$ cat src/rtl/motor_pkg.sv
// Shared Hall-sensor definitions for the position decoder and the commutation tables.
// Sector numbering follows forward rotation order 0..5.
package motor_pkg;

    typedef logic [2:0] hall_code_t;
    typedef logic [2:0] sector_t;

    typedef enum logic [1:0] {
        STEP_NONE,
        STEP_FWD,
        STEP_REV,
        STEP_SKIP
    } step_t;

    localparam hall_code_t HALL_S0   = 3'b101;
    localparam hall_code_t HALL_S1   = 3'b100;
    localparam hall_code_t HALL_S2   = 3'b110;
    localparam hall_code_t HALL_S3   = 3'b010;
    localparam hall_code_t HALL_S4   = 3'b011;
    localparam hall_code_t HALL_S5   = 3'b001;
    localparam hall_code_t HALL_ILL0 = 3'b000;
    localparam hall_code_t HALL_ILL1 = 3'b111;

    function automatic logic sector_valid(input hall_code_t code);
        return (code != HALL_ILL0) && (code != HALL_ILL1);
    endfunction

    function automatic sector_t hall_to_sector(input hall_code_t code);
        sector_t s;
        case (code)
            HALL_S0: s = 3'd0;
            HALL_S1: s = 3'd1;
            HALL_S2: s = 3'd2;
            HALL_S3: s = 3'd3;
            HALL_S4: s = 3'd4;
            HALL_S5: s = 3'd5;
            default: s = 3'd0;
        endcase
        return s;
    endfunction

    // Forward distance from one sector to another, modulo 6.
    function automatic logic [2:0] sector_delta(input sector_t to_s, input sector_t from_s);
        return (to_s >= from_s) ? 3'(to_s - from_s) : 3'(to_s + 3'd6 - from_s);
    endfunction

endpackage

$ cat src/rtl/hall_input_filter.sv
// Two-flop synchroniser plus stable-count glitch filter for the three Hall lines.
// Emits a one-cycle accept pulse when a new code has been stable long enough.
module hall_input_filter
    import motor_pkg::*;
#(
    parameter int FILTER_CYCLES = 8
) (
    input  logic       clock_i,
    input  logic       reset_i,
    input  hall_code_t hall_i,
    output hall_code_t code_o,
    output logic       accept_o
);

    localparam logic [7:0] FILTER_MAX = 8'(FILTER_CYCLES);

    hall_code_t sync1_q;
    hall_code_t sync2_q;
    hall_code_t cand_q;
    hall_code_t accepted_q;
    logic [7:0] count_q;
    logic [1:0] primed_q;
    logic       accepted_valid_q;

    // The filter ignores the synchroniser until it holds real samples rather than reset zeros.
    always_ff @(posedge clock_i) begin
        if (reset_i) begin
            sync1_q          <= '0;
            sync2_q          <= '0;
            cand_q           <= '0;
            accepted_q       <= '0;
            count_q          <= '0;
            primed_q         <= '0;
            accepted_valid_q <= 1'b0;
        end else begin
            sync1_q  <= hall_i;
            sync2_q  <= sync1_q;
            primed_q <= {primed_q[0], 1'b1};
            if (primed_q[1]) begin
                if (sync2_q != cand_q) begin
                    cand_q  <= sync2_q;
                    count_q <= 8'd1;
                end else if (count_q != FILTER_MAX) begin
                    count_q <= count_q + 8'd1;
                end
            end
            if (accept_o) begin
                accepted_q       <= cand_q;
                accepted_valid_q <= 1'b1;
            end
        end
    end

    assign accept_o = (count_q == FILTER_MAX) && (!accepted_valid_q || (cand_q != accepted_q));
    assign code_o   = cand_q;

endmodule

$ cat src/rtl/hall_position_decoder.sv
// Turns filtered Hall codes into sector, signed step position, step period and error flags.
// The position output is the feedback for the position controller.
module hall_position_decoder
    import motor_pkg::*;
#(
    parameter int FILTER_CYCLES = 8,
    parameter int PERIOD_WIDTH  = 24
) (
    input  logic                    CLK,
    input  logic                    reset,
    input  logic                    hall1,
    input  logic                    hall2,
    input  logic                    hall3,
    input  logic                    clear_position,
    output logic signed [31:0]      position,
    output logic [2:0]              sector,
    output logic                    direction,
    output logic                    step_strobe,
    output logic [PERIOD_WIDTH-1:0] velocity_period,
    output logic                    stalled,
    output logic                    hall_error
);

    localparam logic [PERIOD_WIDTH-1:0] PERIOD_MAX = {PERIOD_WIDTH{1'b1}};

    hall_code_t filt_code;
    logic       filt_accept;

    logic signed [31:0]      position_q, position_d;
    sector_t                 sector_q, sector_d;
    logic                    direction_q, direction_d;
    logic                    strobe_q, strobe_d;
    logic [PERIOD_WIDTH-1:0] counter_q, counter_d;
    logic [PERIOD_WIDTH-1:0] period_q, period_d;
    logic                    stalled_q, stalled_d;
    logic                    hall_error_q, hall_error_d;
    logic                    init_q, init_d;

    step_t      step_d;
    logic       err_event_d;
    sector_t    new_sector;
    logic [2:0] delta;

    hall_input_filter #(
        .FILTER_CYCLES(FILTER_CYCLES)
    ) u_filter (
        .clock_i (CLK),
        .reset_i (reset),
        .hall_i  ({hall1, hall2, hall3}),
        .code_o  (filt_code),
        .accept_o(filt_accept)
    );

    assign new_sector = hall_to_sector(filt_code);
    assign delta      = sector_delta(new_sector, sector_q);

    // Classify each accepted code; skipped sectors resync rather than count.
    always_comb begin
        step_d      = STEP_NONE;
        err_event_d = 1'b0;
        sector_d    = sector_q;
        init_d      = init_q;
        if (filt_accept) begin
            if (!sector_valid(filt_code)) begin
                err_event_d = 1'b1;
            end else if (!init_q) begin
                sector_d = new_sector;
                init_d   = 1'b1;
            end else begin
                sector_d = new_sector;
                case (delta)
                    3'd0:    step_d = STEP_NONE;
                    3'd1:    step_d = STEP_FWD;
                    3'd5:    step_d = STEP_REV;
                    default: begin
                        step_d      = STEP_SKIP;
                        err_event_d = 1'b1;
                    end
                endcase
            end
        end
    end

    always_comb begin
        position_d  = position_q;
        direction_d = direction_q;
        strobe_d    = 1'b0;
        case (step_d)
            STEP_FWD: begin
                position_d  = position_q + 32'sd1;
                direction_d = 1'b1;
                strobe_d    = 1'b1;
            end
            STEP_REV: begin
                position_d  = position_q - 32'sd1;
                direction_d = 1'b0;
                strobe_d    = 1'b1;
            end
            default: ;
        endcase
        if (clear_position) position_d = '0;
        hall_error_d = clear_position ? err_event_d : (hall_error_q | err_event_d);

        // A saturated counter means the true period no longer fits, so report all-ones.
        counter_d = counter_q;
        period_d  = period_q;
        stalled_d = stalled_q;
        if (strobe_d) begin
            counter_d = '0;
            period_d  = (counter_q == PERIOD_MAX) ? PERIOD_MAX : counter_q + PERIOD_WIDTH'(1);
            stalled_d = 1'b0;
        end else if (counter_q == PERIOD_MAX) begin
            stalled_d = 1'b1;
            period_d  = PERIOD_MAX;
        end else begin
            counter_d = counter_q + PERIOD_WIDTH'(1);
        end
    end

    always_ff @(posedge CLK) begin
        if (reset) begin
            position_q   <= '0;
            sector_q     <= '0;
            direction_q  <= 1'b1;
            strobe_q     <= 1'b0;
            counter_q    <= '0;
            period_q     <= PERIOD_MAX;
            stalled_q    <= 1'b1;
            hall_error_q <= 1'b0;
            init_q       <= 1'b0;
        end else begin
            position_q   <= position_d;
            sector_q     <= sector_d;
            direction_q  <= direction_d;
            strobe_q     <= strobe_d;
            counter_q    <= counter_d;
            period_q     <= period_d;
            stalled_q    <= stalled_d;
            hall_error_q <= hall_error_d;
            init_q       <= init_d;
        end
    end

    assign position        = position_q;
    assign sector          = sector_q;
    assign direction       = direction_q;
    assign step_strobe     = strobe_q;
    assign velocity_period = period_q;
    assign stalled         = stalled_q;
    assign hall_error      = hall_error_q;

endmodule

$ cat config.mk
export PLATFORM = sky130hd
export DESIGN_NAME = hall_position_decoder
export DESIGN_NICKNAME = d
export VERILOG_FILES = /design/src/rtl/motor_pkg.sv /design/src/rtl/hall_input_filter.sv /design/src/rtl/hall_position_decoder.sv
export SDC_FILE = /design/constraint.sdc
export NUM_CORES = 1
export LEC_CHECK = 0
export ABC_AREA = 1
export ABC_CLOCK_PERIOD_IN_PS = 12820
export BUFFER_PORTS_ARGS = -buffer_cell sky130_fd_sc_hd__buf_4
export CAP_MARGIN = 20
export CORE_MARGIN = 3
export CORE_UTILIZATION = 32
export CTS_CLUSTER_DIAMETER = 150
export DETAILED_ROUTE_END_ITERATION = 12
export HOLD_SLACK_MARGIN = 0.05
export SLEW_MARGIN = 25
export SYNTH_ARGS = -nofsm -noshare
export SYNTH_HDL_FRONTEND = slang
export SYNTH_SLANG_ARGS = --single-unit
$ cat constraint.sdc
create_clock -name CLK -period 12.82 [get_ports CLK]
set_input_delay 2.564 -clock CLK [delete_from_list [all_inputs] [get_ports CLK]]
set_output_delay 2.564 -clock CLK [all_outputs]
set_load 0.01 [all_outputs]
==> metrics.txt, run 1 <==
ys async rst share=0; leak pwr=4.56 nW; CP cell instances=nor2_1, nor2_1, a21oi_1, ha_1, fa_1, xnor2_1, nand2_1, o21bai_1, nand2_1, ha_1, buf_4, ha_1, nand2_1, inv_1, nand2_1, nor3_1, o21ai_0, nand4_1, nand3_1, nand2_1, inv_1; Max Cap Violations=0; Pwr Total=about 670 uW; hpwl dp=between 15000 and 20000 um; fin area=8620 um^2; DR top layer=met4; die footprint=25500 um^2; Critical Path Most Common Cell=nand2_1; TritonCTS clock tree=yes; Via density=4.55; Crit Path Class=reg -> reg; height of the die=~160 um; CTS Root Cell=clkbuf_16; Worst VDD drop=0.0606 mV; clk buf depth=2; element type at the critical path end=flop; syn_nets=1269; All-Layer GR Usage=0.154; Tcrit/Tclk final=0.348; leading area contributor after synthesis=dfxtp_1; Worst path max stage delay=0.52 ns; initial core utilization=0.330; Final setup violation count=0; num rows=55; minimum clock period=4.45 ns; clock latency on the worst-skew pair=0.36 ns; largest net degree at the start of global routing=a little under 50; maximum clock frequency=224 MHz; total CTS buffers=9; Critical Path RT=approximately 13 ns; syn_area_per_cell=6.19 um^2; DR DRC count=0; drt first pass iters=5; WL met3=777 um; power density over cell area=77.4 nW/um^2; Mapped Cells=1221; register area share after synthesis=0.294; initial antenna violation count=0; Main synth FF type=dfxtp_1; hold_buf cts=0; core area=22900 um^2; First DRT Iteration DRCs=roughly 530; WL/cell=12.3 um; synth unique cells=49; area added between synthesis and finish=14.0%; #FFs+latches synth=111; first-pass GRT wire length=32900 um; Slew @ Worst Pin=about 0.83 ns; dpl cell area=roughly 8300 um^2; DRT antenna net count=0; Yosys Warn Count=0; DP Cell Count=1578; Final Non-Filler Cells=roughly 1600; Die X=160 um; final setup TNS=0 ns; RSZ-0062 raised after global routing=no; fin nets=1324; worst rel slew slack=0.444; Synth area leaders=dfxtp_1, nand2_1, inv_1; multi-input logic area=4280 um^2; number of global-route vias before repair=6717; FF/Latch Area=2220 um^2; post-CTS setup buffer count=0; GR Overflow Total=0; Antenna diodes=0; top-area cell type share of the netlist area=0.294; # fillers=2499; share of layout cells above drive strength 1=0.0976; IO Pins=69; clk slew on worst S/H paths=0.08 ns; final core occ=0.376; critical path buffer and inverter count=3; number of port buffers=between 60 and 70; hold crit path type=reg -> reg; number of instances resized during post-cts repair=0; Post-synth EDFFs=0; CP Data Arrival Time=4.72 ns; run status=complete, no violations; post-synthesis cell area=7560 um^2; Slew Limit Fails=0; Crit-path slowest cell=ha_1; Crit path max-delay family=adder cells; CTS H-tree lvls=3; WL met2=9020 um; Worst Path Max Fanout=22; Worst Skew=0.00770 ns; TritonCTS Sinks=111; Post-Route WL=between 15000 and 20000 um; DR vias=7259; Startpoint Class=flop; WHS=0.404 ns; pre-CTS setup slack=8.37 ns; Fin. Hold Viols=0; post-route setup slack=between 8 and 9 ns; Final Wtd Congestion=a little over 0.9; M1 WL=between 9000 and 10000 um
## metal layers
layer / GRT usage / vias to the layer above
li1: - / 3862
met2: 0.260 / 140
met4: 0.0354 / 0
met5: 0 / -
met3: 0.0239 / 22
met1: 0.207 / 3235
## layout make-up
type	count	area share
clock buffer	10	0.0266
sequential	111	0.258
inverter	239	0.104
tap	313	0.0454
clock inverter	6	0.00740
timing repair buffer	72	0.0627
multi-input combinational	843	0.496
## synth_stat cells (2+ instances only)
cell	count
nor3_2	2
nand2_4	3
buf_4	3
and2_1	4
o21ai_1	7
buf_6	4
buf_2	5
clkinv_1	3
nor3_1	15
nand2_2	5
ha_1	40
nor2_1	144
clkbuf_1	14
nand3_1	97
nand2_1	348
nand4_1	13
o21ai_0	34
or2_2	7
nand3b_1	2
a21oi_1	52
nand3_2	7
dfxtp_1	111
nor2_4	4
inv_1	234
inv_2	2
or2_1	2
xnor2_1	7
xor2_1	24
o31ai_1	3
o21bai_1	5
fa_1	2
## power breakdown
part / switching, mW / internal, mW
sequential: 0.00344 / 0.348
clock: 0.146 / 0.138
combinational: 0.0215 / 0.0108
## path summary, 6_finish.rpt
path	from	end	slack (ns)	depth (start not counted)
setup / recovery	u_filter.code_o[0]	position[17]	8.37	21
hold / removal	u_filter.sync1_q[2]	u_filter.sync2_q[2]	0.40	2
setup reg to reg	u_filter.code_o[0]	position[17]	8.37	21
hold reg to reg	u_filter.sync1_q[2]	u_filter.sync2_q[2]	0.40	2
## logic make-up (layout without fill, tap and decap cells)
| kind of cell | Yosys count | in the layout | synth area share |
|---|---|---|---|
| fa+ha+maj | 42 | 42 | 0.0715 |
| buf+inv | 267 | 327 | 0.140 |
| xor+xnor | 31 | 31 | 0.0359 |
| flops | 111 | 111 | 0.294 |
| compound gates | 109 | 109 | 0.0781 |
| simple gates | 661 | 661 | 0.380 |
## placed cells by master (no fill, tap or decap), types with 2 or more instances in the layout
master / netlist / final
a21oi_1: 52 / 52
and2_1: 4 / 4
buf_4: 3 / 72
clkbuf_16: 0 / 9
clkinv_1: 3 / 3
clkinv_4: 0 / 2
dfxtp_1: 111 / 111
fa_1: 2 / 2
ha_1: 40 / 40
inv_1: 234 / 233
inv_2: 2 / 3
inv_8: 0 / 2
nand2_1: 348 / 348
nand2_2: 5 / 5
nand2_4: 3 / 3
nand3_1: 97 / 97
nand3_2: 7 / 7
nand3b_1: 2 / 2
nand4_1: 13 / 13
nor2_1: 144 / 144
nor2_4: 4 / 4
nor3_1: 15 / 15
nor3_2: 2 / 2
o21ai_0: 34 / 34
o21ai_1: 7 / 7
o21bai_1: 5 / 5
o31ai_1: 3 / 3
or2_1: 2 / 2
or2_2: 7 / 7
xnor2_1: 7 / 7
xor2_1: 24 / 24
## flip-flops by register name (all words and copies together), names as in the netlist
name	cells
step_strobe	1
u_filter.accepted_valid_q	1
u_filter.sync1_q	3
stalled	1
init_q	1
velocity_period	24
hall_error	1
counter_q	24
direction	1
u_filter.accepted_q	3
u_filter.primed_q	2
u_filter.count_q	8
position	32
sector	3
u_filter.sync2_q	3
u_filter.code_o	3
## worst min-delay path: cells and delay by family, from the launching register on
kind | cells | cell delay [ns]
buf+inv | 1 | 0.04
flops | 1 | 0.30
simple gates | 1 | 0.03
(Power assumes the default switching activity.)
==> inputs of run 2 (changes only) <==
- ABC_CLOCK_PERIOD_IN_PS: 12820 -> 3600
- clock period: 12.82 -> 3.6 ns (I/O delays scaled with it)
==> run 2 against run 1 <==
- the flow now finishes with violations (setup timing)
- clock skew is 0.0051 ns higher
- clock-buffer cell count stayed put
- routed wire length is 13% higher
- global-route usage is 1.3 points higher
- combinational power grew to 4.9 times the previous value
- design area is 22% higher
- critical path depth is 2 higher
- die area stayed put
- cell count is 6.2% higher
- non-clock buffer count is 99 higher
- worst hold slack hardly changed
- via count is 7.1% higher
- critical endpoint is now position[31]
==> metrics.txt, run 2 (synthesis results as in run 1) <==
total CTS buffers=9 (unchanged); hold crit path type=reg -> reg; Fin. Hold Viols=0 (unchanged); area added between synthesis and finish=39.2%; Slew @ Worst Pin=0.861 ns (+0.0280 ns); Via density=4.59 (+0.83%); Slew Limit Fails=0 (unchanged); First DRT Iteration DRCs=368 (-30%); leak pwr=5.32 nW (+17%); CTS Root Cell=clkbuf_16; WHS=0.404 ns (-0.000188 ns); Worst VDD drop=0.194 mV (+220%); DP Cell Count=1659 (+5.1%); CP cell instances=nor3_2, a21oi_2, ha_2, fa_2, xor2_1, nand2_1, and2_4, o21bai_1, nand2_1, ha_4, buf_12, buf_8, ha_4, nand2_4, nor2_2, buf_4, nand2_1, nor2_1, nand2_1, nand3_1, nand3_1, nand2_1, inv_1; power density over cell area=236 nW/um^2 (+200%); number of global-route vias before repair=7286 (+8.5%); Largest register FFs=32 (unchanged); clk slew on worst S/H paths=0.08 ns (about the same); critical path depth in cells=23 (+9.5%); element type at the critical path end=flop; TritonCTS Sinks=111 (unchanged); Critical Path Most Common Cell=nand2_1; Die X=160 um (unchanged); height of the die=160 um (unchanged); Final Non-Filler Cells=1693 (+6.2%); clock latency on the worst-skew pair=0.37 ns (about the same); hpwl dp=15500 um (+3.1%); core area=22900 um^2 (unchanged); first-pass GRT wire length=35600 um (+8.1%); post-route setup slack=-0.0593 ns (-8.42 ns); TritonCTS clock tree=yes; Pwr Total=2.48 mW (+270%); hold path depth=2 (unchanged); DR DRC count=0 (unchanged); num rows=55 (unchanged); maximum clock frequency=273 MHz (+22%); number of port buffers=68 (unchanged); worst rel slew slack=0.426 (-0.0187); RSZ-0062 raised after global routing=yes; hold_buf cts=0 (unchanged); DRT antenna net count=0 (unchanged); CP Data Arrival Time=3.93 ns (-0.79 ns); CTS H-tree lvls=3 (unchanged); Worst path max stage delay=0.37 ns (-0.15 ns); initial antenna violation count=0 (unchanged); Crit Path Class=reg -> reg; share of layout cells above drive strength 1=0.304 (+0.206); drt first pass iters=4 (-1); Startpoint Class=flop; run status=complete, but fails checks; Worst Path Max Fanout=6 (-73%); Final Wtd Congestion=0.982 (+6.1%); Crit-path slowest cell=dfxtp_4; failing checks=setup timing; Max Cap Violations=0 (unchanged); clk buf depth=2 (unchanged); minimum clock period=3.66 ns (-0.796 ns); Critical Path RT=3.88 ns (-9.20 ns); Post-Route WL=22100 um (+13%); most frequent cells in the layout=nand2_1, inv_1, buf_4; IO Pins=69 (unchanged); GR Overflow Total=0 (unchanged); commonest non-fill, non-tap cell in the layout=nand2_1; Final setup violation count=8 (+8); initial core utilization=0.330 (unchanged); die footprint=25500 um^2 (unchanged); Worst R2R Path Depth=23 (+9.5%); WL/cell=13.0 um (+6.2%); Tcrit/Tclk final=1.02 (+0.669); DR vias=7774 (+7.1%); All-Layer GR Usage=0.167 (+0.0127); critical path buffer and inverter count=4 (+1); largest net degree at the start of global routing=49 (unchanged); Crit path max-delay family=simple AND/OR/NAND/NOR gates; Antenna diodes=0 (unchanged); Worst Skew=0.0128 ns (+0.00508 ns); fin nets=1423 (+7.5%)
run 2: cell types whose count changed in the layout (fill, tap and decap cells not counted), sizes merged:
| cell | before | now |
|---|---|---|
| buf | 72 | 169 |
| clkbuf | 10 | 12 |
| clkinv | 6 | 5 |
| clkinvlp | 1 | 0 |
| inv | 238 | 240 |
run 2: final timing paths:
path	from	end	slack [ns]
worst min register to register	u_filter.primed_q[0]	u_filter.primed_q[1]	0.40
worst max-delay path	u_filter.code_o[0]	position[31]	-0.06
worst max register to register	u_filter.code_o[0]	position[31]	-0.06
worst min-delay path	u_filter.primed_q[0]	u_filter.primed_q[1]	0.40
run 2: area by class of cell:
cell class | count | area [um^2]
fill | 2313 | 12400
timing repair buffer | 171 | 1410
multi-input combinational | 843 | 5280
clock buffer | 10 | 239
inverter | 239 | 900
tap | 313 | 392
sequential | 111 | 2230
clock inverter | 6 | 72.6
run 2: worst register-to-register path: cells and delay by family (launching register included):
kind / cells / cell delay, ns
xor+xnor: 1 / 0.15
flops: 1 / 0.37
buf+inv: 4 / 0.47
simple gates: 12 / 1.34
compound gates: 2 / 0.19
fa+ha+maj: 4 / 1.06
run 2: power breakdown:
part / switching (mW) / internal, mW
clock: 0.560 / 0.516
combinational: 0.0903 / 0.0666
sequential: 0.0122 / 1.24
run 2: layer usage:
layer	track usage	up-vias	routed length, um	share of wire
met5	0	-	0	0
met4	0.0370	0	333	0.015
met3	0.0223	28	717	0.032
met2	0.291	136	10700	0.48
met1	0.219	3551	10400	0.47
li1	-	4059	-	-
run 2: repair_timing:
action	in CTS	in global routing
setup buffers	9	7
gates resized for setup	74	183
setup endpoints to repair	28	39
pin swaps	12	50
gates cloned	0	2
run 2: stage by stage:
step	setup slack (ns)	utilization	instance area, um^2	setup TNS (ns)
detailed placement	-0.289	0.391	8960	-4.03
CTS	-0.00352	0.428	9820	-0.00352
floorplan	0.0231	-	7570	0
global route	-0.275	0.459	10500	-4.17
finish	-0.0593	0.459	10500	-0.255
global placement	-0.251	0.391	8960	-2.05
